`src/rtl/pulse_pair_gen.sv`:
```
// START/STOP pulse-pair generator for TDC characterisation: emits `reps` pairs
// of PULSE_CYCLES-wide pulses `delay` cycles apart, separated by `gap` idle cycles.
module pulse_pair_gen #(
  parameter int DELAY_WIDTH  = 16,
  parameter int REP_WIDTH    = 8,
  parameter int PULSE_CYCLES = 2
) (
  input  logic                   clk,
  input  logic                   rst,
  input  logic                   trig,
  input  logic [DELAY_WIDTH-1:0] delay,
  input  logic [DELAY_WIDTH-1:0] gap,
  input  logic [REP_WIDTH-1:0]   reps,
  output logic                   start,
  output logic                   stop,
  output logic                   busy,
  output logic                   done,
  output logic [REP_WIDTH-1:0]   pair_cnt,
  output logic [1:0]             state_dbg
);

  // Two spare bits: the longest phase is delay+PULSE_CYCLES-1, which never wraps.
  localparam int TW = DELAY_WIDTH + 2;

  typedef enum logic [1:0] {IDLE, ACTIVE, GAP, FINISH} state_t;

  state_t                 state;
  logic [TW-1:0]          t;
  logic [DELAY_WIDTH-1:0] delay_q;
  logic [DELAY_WIDTH-1:0] gap_q;
  logic [REP_WIDTH-1:0]   reps_q;

  logic [TW-1:0]          dly_ext;
  logic [TW-1:0]          pair_last;
  logic [TW-1:0]          stop_end;
  logic [TW-1:0]          gap_last;
  logic [TW-1:0]          t_inc;
  logic [REP_WIDTH-1:0]   cnt_inc;
  logic                   more;

  assign dly_ext   = TW'(delay_q);
  assign pair_last = dly_ext + TW'(PULSE_CYCLES - 1);
  assign stop_end  = dly_ext + TW'(PULSE_CYCLES);
  assign gap_last  = TW'(gap_q) - TW'(1);
  assign t_inc     = t + TW'(1);
  assign cnt_inc   = pair_cnt + REP_WIDTH'(1);
  assign more      = cnt_inc < reps_q;
  assign state_dbg = state;

  // Handshake: trig is a single-cycle request accepted only on an edge where
  // busy=0 and rst=0; busy covers ACTIVE, GAP and the FINISH (done) cycle.
  always_ff @(posedge clk) begin
    if (rst) begin
      state    <= IDLE;
      t        <= '0;
      delay_q  <= '0;
      gap_q    <= '0;
      reps_q   <= '0;
      start    <= 1'b0;
      stop     <= 1'b0;
      busy     <= 1'b0;
      done     <= 1'b0;
      pair_cnt <= '0;
    end else begin
      done <= 1'b0;
      case (state)
        IDLE: begin
          start <= 1'b0;
          stop  <= 1'b0;
          if (trig) begin
            delay_q  <= delay;
            gap_q    <= gap;
            reps_q   <= reps;
            pair_cnt <= '0;
            t        <= '0;
            busy     <= 1'b1;
            if (reps == '0) begin
              state <= FINISH;
              done  <= 1'b1;
            end else begin
              state <= ACTIVE;
              start <= 1'b1;
              stop  <= (delay == '0);
            end
          end
        end

        ACTIVE: begin
          if (t == pair_last) begin
            pair_cnt <= cnt_inc;
            t        <= '0;
            if (more && gap_q != '0) begin
              state <= GAP;
              start <= 1'b0;
              stop  <= 1'b0;
            end else if (more) begin
              start <= 1'b1;
              stop  <= (delay_q == '0);
            end else begin
              state <= FINISH;
              start <= 1'b0;
              stop  <= 1'b0;
              done  <= 1'b1;
            end
          end else begin
            t     <= t_inc;
            start <= (t_inc < TW'(PULSE_CYCLES));
            stop  <= (t_inc >= dly_ext) && (t_inc < stop_end);
          end
        end

        GAP: begin
          if (t == gap_last) begin
            state <= ACTIVE;
            t     <= '0;
            start <= 1'b1;
            stop  <= (delay_q == '0);
          end else begin
            t <= t_inc;
          end
        end

        FINISH: begin
          state <= IDLE;
          busy  <= 1'b0;
          start <= 1'b0;
          stop  <= 1'b0;
        end

        default: state <= IDLE;
      endcase
    end
  end

endmodule

```
`config.mk`:
```
export PLATFORM = sky130hd
export DESIGN_NAME = pulse_pair_gen
export DESIGN_NICKNAME = d
export VERILOG_FILES = /design/src/rtl/pulse_pair_gen.sv
export SDC_FILE = /design/constraint.sdc
export NUM_CORES = 1
export LEC_CHECK = 0
export BUFFER_PORTS_ARGS = -buffer_cell sky130_fd_sc_hd__buf_2
export CAP_MARGIN = 20
export CORE_MARGIN = 2
export CORE_UTILIZATION = 23
export CTS_CLUSTER_SIZE = 10
export DETAILED_ROUTE_END_ITERATION = 10
export GPL_TIMING_DRIVEN = 1
export PLACE_DENSITY_LB_ADDON = 0.1
export RECOVER_POWER = 25
export SLEW_MARGIN = 20
export SYNTH_ARGS = -nofsm -noshare
export SYNTH_HDL_FRONTEND = slang
export SYNTH_SLANG_ARGS = --single-unit
```
`constraint.sdc`:
```
create_clock -name clk -period 2.8 [get_ports clk]
set_input_delay 0.28 -clock clk [delete_from_list [all_inputs] [get_ports clk]]
set_output_delay 0.28 -clock clk [all_outputs]
set_load 0.005 [all_outputs]
```
Yosys cells after proc, flatten, opt, wreduce, memory -nomap -nowiden
Index checks and enable logic that the tools add are counted.

storage, ports and cells
  flip-flop bits (word level) = 72
  input bits = 43
  word-level logic and storage cells = 79

cells by class
  add/subtract/negate cells = 5
  $lt $le $gt $ge = 4
  equal/unequal tests = 9
  multiplexer cells = 36
  reductions and logical operators = 15

operators with widths
  cell                                                         count
  2-to-1 mux 18 bit                                            3
  one-hot mux 18 bit (3 select lines)                          1
  logical NOT 16 bit                                           2
  adder 18 x 1 -> 18 bit, second input constant                1
  equality test 18 x 17 -> 1 bit                               1
  equality test 18 bit                                         1
  greater-or-equal comparator 18 x 16 -> 1 bit                 1
  less-than comparator 18 x 17 -> 1 bit                        1
  less-than comparator 18 x 2 -> 1 bit, second input constant  1
  2-to-1 mux 1 bit                                             18
  adder 16 x 1 -> 17 bit, second input constant                1
  adder 16 x 2 -> 17 bit, second input constant                1
  subtractor 16 x 1 -> 17 bit, second input constant           1
  2-to-1 mux 8 bit                                             2
  one-hot mux 8 bit (2 select lines)                           1
  nonzero test 16 bit                                          1
  2-to-1 mux 2 bit                                             6
  adder 8 x 1 -> 8 bit, second input constant                  1
  logical NOT 8 bit                                            1
  less-than comparator 8 bit                                   1
  one-hot mux 1 bit (4 select lines)                           2
  one-hot mux 2 bit (4 select lines)                           1
  != test 2 bit, second input constant                         3
  AND reduction 2 bit                                          3
  10 further kinds                                             14

Longest topological paths before layout
  depth after elaboration = 6
  gate-level depth with buffers = 16
  mapped depth without buffers = 14

Worst setup path after synthesis
No wires, ideal clock.

  path kind = flip-flop to flip-flop
  start = register t[0]
  end = register stop
  data arrival time = 2885 ps
  data required time = 2730 ps
  path slack = -155 ps
  cell stages (with the launch flop) = 15
  path buffers = 0
  clock period less this slack = 2955 ps
  cell sequence = dfxtp_1 -> ha_1 -> nand3_1 -> or3_1 -> nor2_1 -> xor2_1 -> ha_1 -> a21o_1 -> a21o_1 -> a21o_1 -> a21oi_1 -> o21ai_0 -> nor4_1 -> a32oi_1 -> a21oi_1

on the way
  cells in the longest elaborated chain, start to end = 5

ends and longest elaborated chain
  item                                                                                                          RTL line  source
  from (decl)                                                                                                   28        logic [TW-1:0] t;
  from (signal assigned)                                                                                        106       t <= t_inc;
  from (signal assigned)                                                                                        119       t <= t_inc;
  adder 18 x 1 -> 18 bit                                                                                        45        assign t_inc = t + TW'(1);
  greater-or-equal comparator 18 x 16 -> 1 bit / less-than comparator 18 x 17 -> 1 bit (equally long branches)  108       stop <= (t_inc >= dly_ext) && (t_inc < stop_end);
  logical AND 1 bit                                                                                             108
  2-to-1 mux 1 bit                                                                                              89        if (t == pair_last) begin
  one-hot mux 1 bit (4 select lines)                                                                            66        case (state)
  to (signal assigned)                                                                                          98        stop <= (delay_q == '0);
  to (signal assigned)                                                                                          108
  to (signal assigned)                                                                                          117       stop <= (delay_q == '0);
  to (decl)                                                                                                     15        output logic stop,

Several ways; a longest one is shown, not always the timed one.
A chain may end at the register's enable or synchronous reset.

Final worst setup path
  start = register t[1]
  end = register stop

The elaborated chain is that of the path after synthesis.

==> impl_summary.md <==
Detailed routing
The remaining number of nets flagged by the antenna check after routing is 0. The routed layout has 6122 vias. The number of iterations in the first detailed-routing pass is 4.

The number of remaining DRC errors is 0. The ratio of routed vias to standard cells is 4.72. For this block, the routed nets add up to 21700 um of wire. For this block, the initial DRC count from the detailed router was 227. The mean routed wirelength per cell is 16.7 um.

Finish
Measured on the finished design, the core utilization comes to 0.322. Leaving out fill and tap cells, the most frequent cell in the layout is sky130_fd_sc_hd__nand2_1. With fillers left out, the area of the finished cells amounts to 8400 um2. The total number of nets in the final design is 1049. In the layout the commonest cells are sky130_fd_sc_hd__nand2_1 (140), sky130_fd_sc_hd__buf_4 (137), sky130_fd_sc_hd__a21oi_1 (74). The layout overhead on the synthesized area is 37.9%. 0 antenna diodes ended up in the layout. In the final layout, the share of cells above drive strength 1 is 0.334.

Floorplan
The vertical die dimension is 167 um. The die covers 27800 um2. The die width is 167 um. The initial core utilization is 0.234. The core region is 26100 um2. The standard-cell row count is 59. The boundary pin count is 57.

Place
Port buffering added 56 buffers. Routability-driven placement finished with a final weighted congestion of 0.816. The HPWL after detailed placement is 17000 um. At the placement stage, the worst setup path has a slack of -260 ps. After detailed placement, the total cell area comes to 7580 um2.

CTS
The number of buffers between clock root and the deepest sink is 2. The library cell used as clock root buffer is sky130_fd_sc_hd__clkbuf_16. The clock tree from TritonCTS is built. In this run, CTS created clock tree buffers numbering 9.

The number of sinks handled by clock tree synthesis is 72. The clock-pin slew on the worst setup and hold paths is 60 ps. The later-pin clock latency in the skew report is 350 ps. In this run, post-CTS hold repair placed 0 buffers. In this run the number of H-tree levels came out at 3.

Critical path
For the worst setup path, the data arrival time is 3130 ps. The worst setup path is launched from a flop. In this run the worst path has a maximum fanout of 4.

For the worst setup path, the data required time is 3080 ps. STA classifies the critical path endpoint as a flop. The critical path is of the flop to flop type.

Power and ir drop
The analysis attributes to cell leakage a power of 3.42 nW. The power density over the cells is 600 nW/um2. The worst-case IR drop observed on VDD is 0.000366 V.

Synthesis
During synthesis, Yosys emitted a total of 0 warnings. In the synthesized netlist the dominant register cell turns out to be sky130_fd_sc_hd__dfxtp_1. The average footprint of a synthesized cell is 7.56 um2. The number of enable-type register cells in the synthesized netlist is 0. Counting every net in the synthesized netlist gives 897. The number of instances in the synthesized netlist is 806.

In this run, synthesis produced a sequential element count of 72. Of the synthesized area, sequential elements account for 0.237. The netlist uses 72 different library cells.

The mapped netlist covers 6090 um2. After synthesis, the share of flip-flops with an asynchronous set or reset is 0.

Global routing
The first global-routing pass estimated 34100 um of wire. The number of global-route vias before repair is 6018. The maximum number of pins on one net before global-route repair is 40. The number of antenna violations at the first check in global routing is 0. The total routing usage reported by global routing is 0.156. The total overflow left after global routing is 0.

Timing
The fmax is 350 MHz. For the pin with the worst max-slew slack, the measured transition is 772 ps. Summed over all failing endpoints, the final setup total negative slack is -106 ps. Clock skew on the completed layout was measured at 10.0 ps. After layout, the minimum clock period comes to 2850 ps.

The worst hold margin is 166 ps. The final clock period utilization by the worst path is 1.02. The number of slew-limit violations in the final report is 0. The final setup violation count is 4.

The number of hold-slack violations in the final timing report is 0. Setup repair after global routing could not meet its margin everywhere. In this run the tightest slew margin relative to its limit is 0.485. The post-route worst setup slack is -53.5 ps.

Run status
The checks that failed: negative setup slack. The flow ran to the end, but the final reports show violations.

Hold path
The worst hold path belongs to the class primary input to flop.

Run
Max-cap violations in this run came to 0.
## Yosys cell counts (11+ instances only)
cell type                     n  area share
sky130_fd_sc_hd__nand2_1    142       0.087
sky130_fd_sc_hd__a21oi_1     81       0.067
sky130_fd_sc_hd__dfxtp_1     72        0.24
sky130_fd_sc_hd__xnor2_1     53       0.076
sky130_fd_sc_hd__ha_1        48       0.099
sky130_fd_sc_hd__clkbuf_1    34       0.021
sky130_fd_sc_hd__inv_1       34       0.021
sky130_fd_sc_hd__nor2_1      30       0.018
sky130_fd_sc_hd__nand3_1     27       0.022
sky130_fd_sc_hd__buf_2       20       0.016
sky130_fd_sc_hd__nor3_1      19       0.016
sky130_fd_sc_hd__nor4_1      18       0.018
sky130_fd_sc_hd__nand4_1     16       0.016
sky130_fd_sc_hd__o21ai_0     14       0.011
sky130_fd_sc_hd__xor2_1      14       0.020
sky130_fd_sc_hd__a2bb2oi_1   11       0.016
sky130_fd_sc_hd__nor2b_1     11       0.011
## per-layer routing
layer  up-vias  global-route usage  routed length [um]
met3        14              0.0181                 465
met1      2856               0.222               11000
met2        69               0.251                9950
met5         -                   0                   0
met4         0              0.0401                 235
li1       3183                   -                   -
## worst paths after layout
| check | depth (start not counted) | slack, ps | end | start |
|---|---|---|---|---|
| worst max-delay path | 14 | -50 | stop | t[1] |
| worst min-delay path | 3 | 170 | gap_q[6] | gap[6] |
| worst max register to register | 14 | -50 | stop | t[1] |
| worst min register to register | 2 | 450 | reps_q[5] | reps_q[5] |
## area by class of cell
class | count | area [um2]
multi-input cells | 636 | 4670
fillers | 2820 | 17700
inverters | 35 | 131
flip-flops and latches | 72 | 1460
clock buffers | 10 | 229
repair buffers | 204 | 1460
well taps | 335 | 419
clock inverters | 6 | 36.3
## sequential cells by signal (all words and copies together), names as in the netlist
| name | flops |
|---|---|
| done | 1 |
| busy | 1 |
| gap_q | 16 |
| start | 1 |
| pair_cnt | 8 |
| stop | 1 |
| reps_q | 8 |
| state_dbg | 2 |
| t | 18 |
| delay_q | 16 |
## per-stage QoR
| step | total power [mW] | std cells |
|---|---|---|
| floorplan | 2.85 | 806 |
| global placement | 3.79 | 1270 |
| detailed placement | 3.77 | 1270 |
| CTS | 4.96 | 1287 |
| global route | 5.43 | 1298 |
| finish | 5.04 | 1298 |
## where the power goes
| part | internal [mW] | switching [mW] |
|---|---|---|
| sequential | 1.16 | 0.140 |
| clock | 0.596 | 0.485 |
| combinational | 1.13 | 1.52 |
| total | 2.89 | 2.15 |
## worst max-delay path, cell delays in order (launching register included)
cell and delay [ps]:
sky130_fd_sc_hd__dfxtp_4 370, sky130_fd_sc_hd__ha_4 150, sky130_fd_sc_hd__nand3_2 70, sky130_fd_sc_hd__or3_4 420, sky130_fd_sc_hd__nor2_4 150, sky130_fd_sc_hd__xor2_2 160, sky130_fd_sc_hd__ha_1 260, sky130_fd_sc_hd__a21o_1 160
sky130_fd_sc_hd__a21o_1 170, sky130_fd_sc_hd__a21o_1 180, sky130_fd_sc_hd__a21oi_2 130, sky130_fd_sc_hd__o21ai_1 80, sky130_fd_sc_hd__nor4_2 280, sky130_fd_sc_hd__a32oi_1 80, sky130_fd_sc_hd__a21oi_1 130
## timing repair
item	4_1_cts	5_1_grt
cloned	0	0
pin swaps	16	51
setup endpoints to repair	28	30
endpoints found under the hold margin	0	0
gates resized for setup	36	61
setup buffers	1	11
## logic make-up (layout without fill, tap and decap cells)
group,count (synthesis),in the layout,share of synthesized area
adders and majority gates,48,48,0.0986
xor gates and xnor gates,67,67,0.0963
buffers and inverters,98,255,0.0713
and+or+nand+nor,324,324,0.275
AOI/OAI and AO/OA,192,192,0.214
muxes,5,5,0.00842
DFF,72,72,0.237
(Power assumes the default switching activity.)
